[config.mk]
export PLATFORM = sky130hd
export DESIGN_NAME = uart_pixel_rx
export DESIGN_NICKNAME = d
export VERILOG_FILES = /design/src/rtl/uart_pixel_rx.sv
export SDC_FILE = /design/constraint.sdc
export NUM_CORES = 1
export LEC_CHECK = 0
export CAP_MARGIN = 20
export CORE_MARGIN = 2
export CORE_UTILIZATION = 30
export CTS_CLUSTER_DIAMETER = 200
export DETAILED_ROUTE_END_ITERATION = 7
export GPL_TIMING_DRIVEN = 0
export HOLD_SLACK_MARGIN = 0.12
export PLACE_DENSITY = 0.52
export SKIP_LAST_GASP = 1
export SLEW_MARGIN = 20
export SYNTH_ARGS = -nofsm -noshare
export SYNTH_HDL_FRONTEND = slang
export SYNTH_SLANG_ARGS = --single-unit
[constraint.sdc]
create_clock -name clk -period 4.81 [get_ports clk]
set_input_delay 0.962 -clock clk [delete_from_list [all_inputs] [get_ports clk]]
set_output_delay 0.962 -clock clk [all_outputs]
set_load 0.1 [all_outputs]
[src/rtl/uart_pixel_rx.sv]
// uart_pixel_rx: UART receiver that assembles big-endian RGB565 pixels from
// a raw byte stream, tags pixel 0 of each frame, and buffers pixels in a
// small FIFO driving a valid/ready stream. A line-idle gap realigns byte
// phase and frame position so the host can resynchronise.
// Optional feature: define RX_PARITY_EN for 8E1 framing with parity_err.

module uart_pixel_rx #(
  parameter int CLK_HZ       = 27000000,
  parameter int BAUD         = 115200,
  parameter int FIFO_DEPTH   = 16,
  parameter int FRAME_PIXELS = 32400,
  parameter int IDLE_BITS    = 32
) (
  input  logic        clk,
  input  logic        resetn,
  input  logic        ser_rx,
  output logic [15:0] pix_data,
  output logic        pix_sof,
  output logic        pix_valid,
  input  logic        pix_ready,
  input  logic        clr_err,
  output logic        overflow,
  output logic        frame_err,
  output logic        parity_err
);

  localparam int CPB        = CLK_HZ / BAUD;
  localparam int CNT_W      = (CPB > 1) ? $clog2(CPB) : 1;
  localparam int IDLE_LIMIT = IDLE_BITS * CPB;
  localparam int IDLE_W     = $clog2(IDLE_LIMIT + 1);
  localparam int AW         = $clog2(FIFO_DEPTH);
  localparam int FW         = (FRAME_PIXELS > 1) ? $clog2(FRAME_PIXELS) : 1;

`ifdef RX_PARITY_EN
  typedef enum logic [2:0] {S_IDLE, S_START, S_DATA, S_PARITY, S_STOP} state_t;
`else
  typedef enum logic [1:0] {S_IDLE, S_START, S_DATA, S_STOP} state_t;
`endif

  logic             r_rx_meta, r_rx_sync, r_rx_prev;
  state_t           r_state, w_state_next;
  logic [CNT_W-1:0] r_bit_cnt;
  logic [2:0]       r_bit_idx;
  logic [7:0]       r_shift;
  logic             w_fall, w_tick, w_stop_tick;
  logic             w_load_half, w_load_bit, w_shift_en;
  logic             w_byte_valid, w_stop_bad, w_par_bad;

  logic [IDLE_W-1:0] r_idle_cnt;
  logic              w_idle_fire;

  logic          r_phase;
  logic [7:0]    r_pix_hi;
  logic          r_push;
  logic [15:0]   r_push_pix;
  logic [FW-1:0] r_frame_cnt;

  logic [16:0]   r_mem [FIFO_DEPTH];
  logic [AW-1:0] r_rd_ptr;
  logic [AW:0]   r_count;
  logic [16:0]   w_head;
  logic          w_pop, w_push_acc, w_push_drop;

  logic r_overflow, r_frame_err;

  assign w_fall      = r_rx_prev & ~r_rx_sync;
  assign w_tick      = (r_bit_cnt == '0);
  assign w_stop_tick = (r_state == S_STOP) && w_tick;

  // Two-flop synchroniser plus one delayed copy for falling-edge detection.
  always_ff @(posedge clk) begin
    // NOTE: state elements use non-blocking assignments so every flop
    // samples pre-edge values regardless of statement order.
    if (!resetn) begin
      r_rx_meta <= 1'b1;
      r_rx_sync <= 1'b1;
      r_rx_prev <= 1'b1;
    end else begin
      r_rx_meta <= ser_rx;
      r_rx_sync <= r_rx_meta;
      r_rx_prev <= r_rx_sync;
    end
  end

  // RX state register.
  always_ff @(posedge clk) begin
    if (!resetn) r_state <= S_IDLE;
    else         r_state <= w_state_next;
  end

  // RX next-state and per-cycle control decode.
  always_comb begin
    // NOTE: every output gets a default first so no path leaves a value
    // unassigned, which would otherwise infer a latch.
    w_state_next = r_state;
    w_load_half  = 1'b0;
    w_load_bit   = 1'b0;
    w_shift_en   = 1'b0;
    w_byte_valid = 1'b0;
    w_stop_bad   = 1'b0;
    case (r_state)
      S_IDLE: begin
        if (w_fall) begin
          w_state_next = S_START;
          w_load_half  = 1'b1;
        end
      end
      S_START: begin
        if (w_tick) begin
          if (!r_rx_sync) begin
            w_state_next = S_DATA;
            w_load_bit   = 1'b1;
          end else begin
            w_state_next = S_IDLE;  // glitch shorter than half a bit
          end
        end
      end
      S_DATA: begin
        if (w_tick) begin
          w_shift_en = 1'b1;
          w_load_bit = 1'b1;
`ifdef RX_PARITY_EN
          if (r_bit_idx == 3'd7) w_state_next = S_PARITY;
`else
          if (r_bit_idx == 3'd7) w_state_next = S_STOP;
`endif
        end
      end
`ifdef RX_PARITY_EN
      S_PARITY: begin
        if (w_tick) begin
          w_load_bit   = 1'b1;
          w_state_next = S_STOP;
        end
      end
`endif
      S_STOP: begin
        if (w_tick) begin
          w_state_next = S_IDLE;
          w_stop_bad   = ~r_rx_sync;
          w_byte_valid = r_rx_sync & ~w_par_bad;
        end
      end
      default: w_state_next = S_IDLE;
    endcase
  end

  // Bit timer, data bit index and LSB-first shift register.
  always_ff @(posedge clk) begin
    if (!resetn) begin
      r_bit_cnt <= '0;
      r_bit_idx <= '0;
      r_shift   <= '0;
    end else begin
      if (w_load_half)     r_bit_cnt <= CNT_W'(CPB / 2);
      else if (w_load_bit) r_bit_cnt <= CNT_W'(CPB - 1);
      else if (!w_tick)    r_bit_cnt <= r_bit_cnt - CNT_W'(1);
      if (r_state == S_IDLE) r_bit_idx <= '0;
      else if (w_shift_en)   r_bit_idx <= r_bit_idx + 3'd1;
      if (w_shift_en) r_shift <= {r_rx_sync, r_shift[7:1]};
    end
  end

`ifdef RX_PARITY_EN
  logic r_par_bad, r_parity_err;
  assign w_par_bad  = r_par_bad;
  assign parity_err = r_parity_err;

  // Even-parity check captured in PARITY, reported at the stop sample.
  always_ff @(posedge clk) begin
    if (!resetn) begin
      r_par_bad    <= 1'b0;
      r_parity_err <= 1'b0;
    end else begin
      if (r_state == S_PARITY && w_tick) r_par_bad <= (^r_shift) ^ r_rx_sync;
      if (w_stop_tick && r_par_bad) r_parity_err <= 1'b1;
      else if (clr_err)             r_parity_err <= 1'b0;
    end
  end
`else
  assign w_par_bad  = 1'b0;
  assign parity_err = 1'b0;
`endif

  // Idle gap detector: counts line-high cycles in IDLE, fires once per gap.
  assign w_idle_fire = (r_state == S_IDLE) && r_rx_sync &&
                       (r_idle_cnt == IDLE_W'(IDLE_LIMIT - 1));

  always_ff @(posedge clk) begin
    if (!resetn) r_idle_cnt <= '0;
    else if (r_state != S_IDLE || !r_rx_sync) r_idle_cnt <= '0;
    else if (r_idle_cnt != IDLE_W'(IDLE_LIMIT)) r_idle_cnt <= r_idle_cnt + IDLE_W'(1);
  end

  // Byte pairing into pixels; the push is registered one cycle after the stop sample.
  always_ff @(posedge clk) begin
    if (!resetn) begin
      r_phase    <= 1'b0;
      r_pix_hi   <= '0;
      r_push     <= 1'b0;
      r_push_pix <= '0;
    end else begin
      r_push <= 1'b0;
      if (w_byte_valid) begin
        if (!r_phase) begin
          r_pix_hi <= r_shift;
          r_phase  <= 1'b1;
        end else begin
          r_push     <= 1'b1;
          r_push_pix <= {r_pix_hi, r_shift};
          r_phase    <= 1'b0;
        end
      end else if (w_idle_fire) begin
        r_phase <= 1'b0;  // discard any held high byte
      end
    end
  end

  assign w_pop       = (r_count != '0) && pix_ready;
  assign w_push_acc  = r_push && ((r_count != (AW+1)'(FIFO_DEPTH)) || w_pop);
  assign w_push_drop = r_push && !w_push_acc;

  // Frame position of the next accepted pixel.
  always_ff @(posedge clk) begin
    if (!resetn) r_frame_cnt <= '0;
    else if (w_idle_fire) r_frame_cnt <= '0;
    else if (w_push_acc) begin
      if (r_frame_cnt == FW'(FRAME_PIXELS - 1)) r_frame_cnt <= '0;
      else                                       r_frame_cnt <= r_frame_cnt + FW'(1);
    end
  end

  // FIFO storage write port.
  always_ff @(posedge clk) begin
    // NOTE: storage is left unreset; occupancy gates every read, so stale
    // contents are never observable and the array can map to plain RAM.
    if (w_push_acc)
      r_mem[r_rd_ptr + r_count[AW-1:0]] <= {(r_frame_cnt == '0), r_push_pix};
  end

  // FIFO read pointer and occupancy.
  always_ff @(posedge clk) begin
    if (!resetn) begin
      r_rd_ptr <= '0;
      r_count  <= '0;
    end else begin
      if (w_pop) r_rd_ptr <= r_rd_ptr + AW'(1);
      r_count <= r_count + (AW+1)'(w_push_acc) - (AW+1)'(w_pop);
    end
  end

  // Sticky error flags; a set on the same cycle as clr_err wins.
  always_ff @(posedge clk) begin
    if (!resetn) begin
      r_overflow  <= 1'b0;
      r_frame_err <= 1'b0;
    end else begin
      if (w_push_drop)  r_overflow <= 1'b1;
      else if (clr_err) r_overflow <= 1'b0;
      if (w_stop_tick && w_stop_bad) r_frame_err <= 1'b1;
      else if (clr_err)              r_frame_err <= 1'b0;
    end
  end

  assign w_head    = r_mem[r_rd_ptr];
  assign pix_valid = (r_count != '0);
  assign pix_data  = pix_valid ? w_head[15:0] : 16'h0000;
  assign pix_sof   = pix_valid & w_head[16];
  assign overflow  = r_overflow;
  assign frame_err = r_frame_err;

endmodule
After elaboration in Yosys (flattened, before gate mapping)
Memory sizes are Yosys's and may differ from the RTL's. A register that Yosys moved wholly into a read port is not among the register bits.
Index checks and enable logic that the tools add are counted.
Operators by class
  $add $sub $neg: 8
  eq/ne operators: 15
  mux-type cells: 34
  bitwise logic cells: 5
  reduce and logical (&&, ||, !) cells: 28
Operators with widths (number)
  $mux W1: 19
  $mux W16: 1
  $mux W8: 2
  $add A15 B1 Y15 const B: 1
  $eq A15 B15 Y1 const B: 1
  $logic_not A15 Y1: 1
  $mux W15: 1
  $add A13 B1 Y13 const B: 1
  $eq A13 B13 Y1 const B: 1
  $ne A13 B13 Y1 const B: 1
  $mux W2: 6
  $ne A2 B2 Y1 const B: 5
  $logic_not A8 Y1: 1
  $mux W4: 2
  $pmux W2 S4: 1
  $reduce_bool A2 Y1: 4
  $reduce_or A2 Y1: 4
  $sub A8 B1 Y8 const B: 1
  $logic_and A1 B1 Y1: 7
  $mux W7: 1
  $reduce_and A2 Y1: 3
  $add A5 B1 Y5: 1
  $ne A5 B5 Y1 const B: 1
  $reduce_and A5 Y1: 1
  17 further kinds: 23
Word-level totals
  bits in registers: 89
  memory bits (writable): 272
  input port bits: 5
  output and inout bits: 21
  logic and storage cells: 110
  memories: 1
Memories
  r_mem: depth 16, bits a word 17, read ports 1, clocked after Yosys merged registers in 1, write ports 1, line 58  | logic [16:0] r_mem [FIFO_DEPTH];

Depth between registers and ports, before layout
  depth in word-level cells: 7
  gate-level depth with buffers: 15
  depth with buffers taken out: 13

Least setup slack after synthesis
Ideal clock, no wire load.
  path type: register to output
  start: register r_count[3]
  end: output pix_data[10]
  arrival time: 3833 ps
  required time: 3848 ps
  path slack: 15 ps
  stages on the path, launching flop included: 8
  buffers on the path: 2
  cell sequence: dfxtp_1 inv_1 ha_1 or4b_2 clkbuf_1 nand2_1 buf_2 o22ai_1
Between the ends
  cells in the longest elaborated chain, start to end: 2
RTL lines
  start, declared: line 60  | logic [AW:0] r_count;
  start signal, assigned: line 248  | r_count <= r_count + (AW+1)'(w_push_acc) - (AW+1)'(w_pop);
  $reduce_bool A5 Y1: line 266  | assign pix_valid = (r_count != '0);
  named net pix_valid: line 19  | output logic pix_valid,
  $mux W16: line 267  | assign pix_data = pix_valid ? w_head[15:0] : 16'h0000;
  end, declared: line 17  | output logic [15:0] pix_data,
The timed path passes the listed nets, and every way through them passes these cells.

Final worst setup path
  start: register r_count[3]
  end: output pix_data[11]
Between the ends
  cells in the longest elaborated chain, start to end: 2
RTL lines (line)
  $reduce_bool A5 Y1: 266
  $mux W16: 267
No other way between the ends.

==> results.py <==
metrics = {
    "place": {
        "io_buffer_count": 24,
        "gp_congestion": 0.755,
        "dpl_cell_area_um2": 16200,
        "place_ws_ns": 0.0315,
        "dpl.hpwl_mm": 22.4,
    },
    "global_routing": {
        "grt_overflow": 0,
        "antenna_found_initial": 0,
        "grt_max_degree": 18,
        "grt_pass1_wl_mm": 50.2,
        "grt_usage": 0.131,
        "first_global_vias": 8118,
    },
    "clock_tree": {
        "post_cts_buffers": 0,
        "clk_path_buf_depth": 3,
        "cts_inserted_buffers": 39,
        "clk_latency_ns": 0.55,
        "clk_pin_slew_ns": 0.06,
        "clock_sinks": 365,
        "cts_tree": "yes",
        "htreeDepth": 2,
        "root_buffer": "clkbuf_16",
    },
    "yosys": {
        "synthAdderAreaFrac": 0.0214,
        "synth_mux_area_frac": 0.146,
        "synth_top_cell_area_share": 0.555,
        "synth_nets": 955,
        "synth_edf_count": 272,
        "synthFlopType": "edfxtp_1",
        "seq_area_frac_synth": 0.681,
        "yosys.area_share.simple": 0.0789,
        "synth_top_family_by_area": "multiplexers",
        "synthTopCellsByCount": "272 x edfxtp_1, 93 x dfxtp_1, 68 x mux4_2",
        "synthCells": 926,
        "yosys.area.top_type": "edfxtp_1",
        "syn_area_per_cell_um2": 15.9,
        "yosysMostFrequentCell": "edfxtp_1",
        "synth.distinct_cells": 59,
        "syn_area_um2": 14700,
        "ys_ff_latch": 365,
        "ys_async_sr_fraction": 0,
        "synth_compound_area_frac": 0.0387,
        "ys.warnings.count": 0,
        "synth_area_leaders": "edfxtp_1 55%, dfxtp_1 13%, mux4_2 10%",
        "synth_xor_area_frac": 0.0149,
    },
    "setup_path": {
        "cp-end-kind": "output pin",
        "cpPeakStageDelay_ns": 0.61,
        "cp-start-kind": "flip-flop",
        "crit_chain": "inv_1 > ha_1 > or4b_2 > clkbuf_1 > nand2_1 > buf_2 > o22ai_1 > clkdlybuf4s15_2",
        "worstRegToRegCells": 15,
        "worstPathMaxFanout": 10,
        "cp.arrival_ns": 3.50,
        "slowest_stage": "clkdlybuf4s15_2",
        "crit_type": "reg2out",
        "crit_required_ns": 3.85,
    },
    "pwr": {
        "p_leak_nw": 5.31,
        "ir_drop_mv": 0.260,
        "p_per_area_nw_per_um2": 493,
    },
    "timing": {
        "finalClockSkew_ns": 0.0179,
        "max_slew_margin": 0.304,
        "min_period_ns": 4.46,
        "fin_ws_ns": 0.345,
        "slew_violations": 0,
        "setup_viol_count_final": 0,
        "rsz0062_at_grt": "no",
        "hold_viol": 0,
        "fmax_mhz": 224,
        "worst_pin_slew_ns": 1.04,
        "fin_crit_sh": 0.928,
    },
    "run": {
        "drv_cap": 0,
    },
    "min_path": {
        "min_path_cells": 1,
        "hp-class": "reg2reg",
    },
    "floorplan": {
        "num_rows": 81,
        "ios": 26,
        "core_um2": 48600,
        "die_h_um": 226,
        "dieArea_um2": 50900,
        "die_width_um": 226,
        "initial_core_util": 0.303,
    },
    "route": {
        "antenna_left": 0,
        "drt_drc_violations_left": 0,
        "via_per_inst": 4.90,
        "wl_mm": 32.8,
        "dr.pass1.iters": 5,
        "wl_per_cell_um": 19.5,
        "vias": 8210,
        "first_iter_violations": 595,
    },
    "run_status": {
        "status": "complete, no violations",
    },
    "finish": {
        "final_area_um2": 17400,
        "diodes": 0,
        "area.growth.synth_to_final_pct": 18.0,
        "drive_gt1_frac": 0.207,
        "nFillCells": 4688,
        "fin_nets": 1055,
    },
}
## cell families after synthesis
family / count (synthesis)
multiplexers: 129
buffers and inverters: 67
XOR/XNOR: 25
other: 1
AO/OA/AOI/OAI: 94
adder cells (fa/ha/maj): 24
flip-flops: 365
AND/OR/NAND/NOR: 221
## stage by stage
step | setup TNS (ns) | utilization | instances | total power [mW] | hold slack, ns
finish | 0 | 0.357 | 1676 | 8.56 | 0.408
floorplan | 0 | - | 926 | 5.24 | 0.386
global route | 0 | 0.357 | 1676 | 8.95 | 0.433
CTS | 0 | 0.357 | 1676 | 8.67 | 0.415
detailed placement | 0 | 0.332 | 1607 | 5.82 | 0.392
global placement | -232.81 | 0.324 | 1572 | 5.79 | 0.390
## state kept, by name, indices dropped and copies added, names as in the netlist, 3 cells and up, named ones only
name and flops:
r_bit_cnt 8, r_bit_idx 3, r_count 5, r_frame_cnt 15
r_idle_cnt 13, r_mem 272, r_pix_hi 8, r_push_pix 16
r_rd_ptr 4, r_shift 8
## layout make-up
type                    count  area, um2  area share
flip-flops and latches    365      10000       0.577
multi-input cells         494       4520       0.260
clock buffers              48       1010      0.0581
repair buffers             59        567      0.0326
well taps                 622        778      0.0448
inverters                  21       78.8     0.00454
plain buffers              46        206      0.0119
clock inverters            21        184      0.0106
## final timing paths
check                        start                     to  slack, ns
min           r_rx_meta$_SDFF_PN1_   r_rx_sync$_SDFF_PN1_       0.41
min reg2reg   r_rx_meta$_SDFF_PN1_   r_rx_sync$_SDFF_PN1_       0.41
max reg2reg  r_count[3]$_SDFF_PN0_  r_count[4]$_SDFF_PN0_       1.53
max          r_count[3]$_SDFF_PN0_           pix_data[11]       0.35
## power by group
group / switching [mW] / total, mW / internal [mW]
combinational: 1.48 / 2.22 / 0.742
sequential: 0.0803 / 3.49 / 3.41
clock: 1.23 / 2.85 / 1.61
## repair_timing
item | 4_1_cts | 5_1_grt
hold buffers | 0 | 0
setup endpoints to repair | 17 | 6
pin swaps | 0 | 0
gates resized for setup | 48 | 6
## per-layer routing
| layer | up-vias | GRT usage | part of all wire |
|---|---|---|---|
| li1 | 3825 | - | - |
| met1 | 4141 | 0.191 | 0.48 |
| met2 | 200 | 0.202 | 0.45 |
| met3 | 44 | 0.0246 | 0.051 |
| met4 | 0 | 0.0297 | 0.017 |
| met5 | - | 0 | 0 |
## placed cells by master (no fill, tap or decap), types with 15 or more instances in the layout
cell type	count
a21oi_1	34
buf_4	19
buf_6	18
clkbuf_1	33
clkbuf_16	39
dfxtp_1	93
edfxtp_1	272
ha_1	22
inv_1	20
mux2i_1	60
mux4_2	68
nand2_1	63
nand3_1	31
nand4_1	15
nor2_1	32
nor3_2	16
o22ai_1	19
## worst max-delay path: cells and delay by family (launching register included)
| family | cells | cell delay (ns) |
|---|---|---|
| AOI/OAI and AO/OA | 1 | 0.27 |
| DFF | 1 | 0.40 |
| adders and majority gates | 1 | 0.19 |
| buffers and inverters | 4 | 1.48 |
| and+or+nand+nor | 2 | 0.61 |
Note: power is estimated with default switching activity, not from simulation.
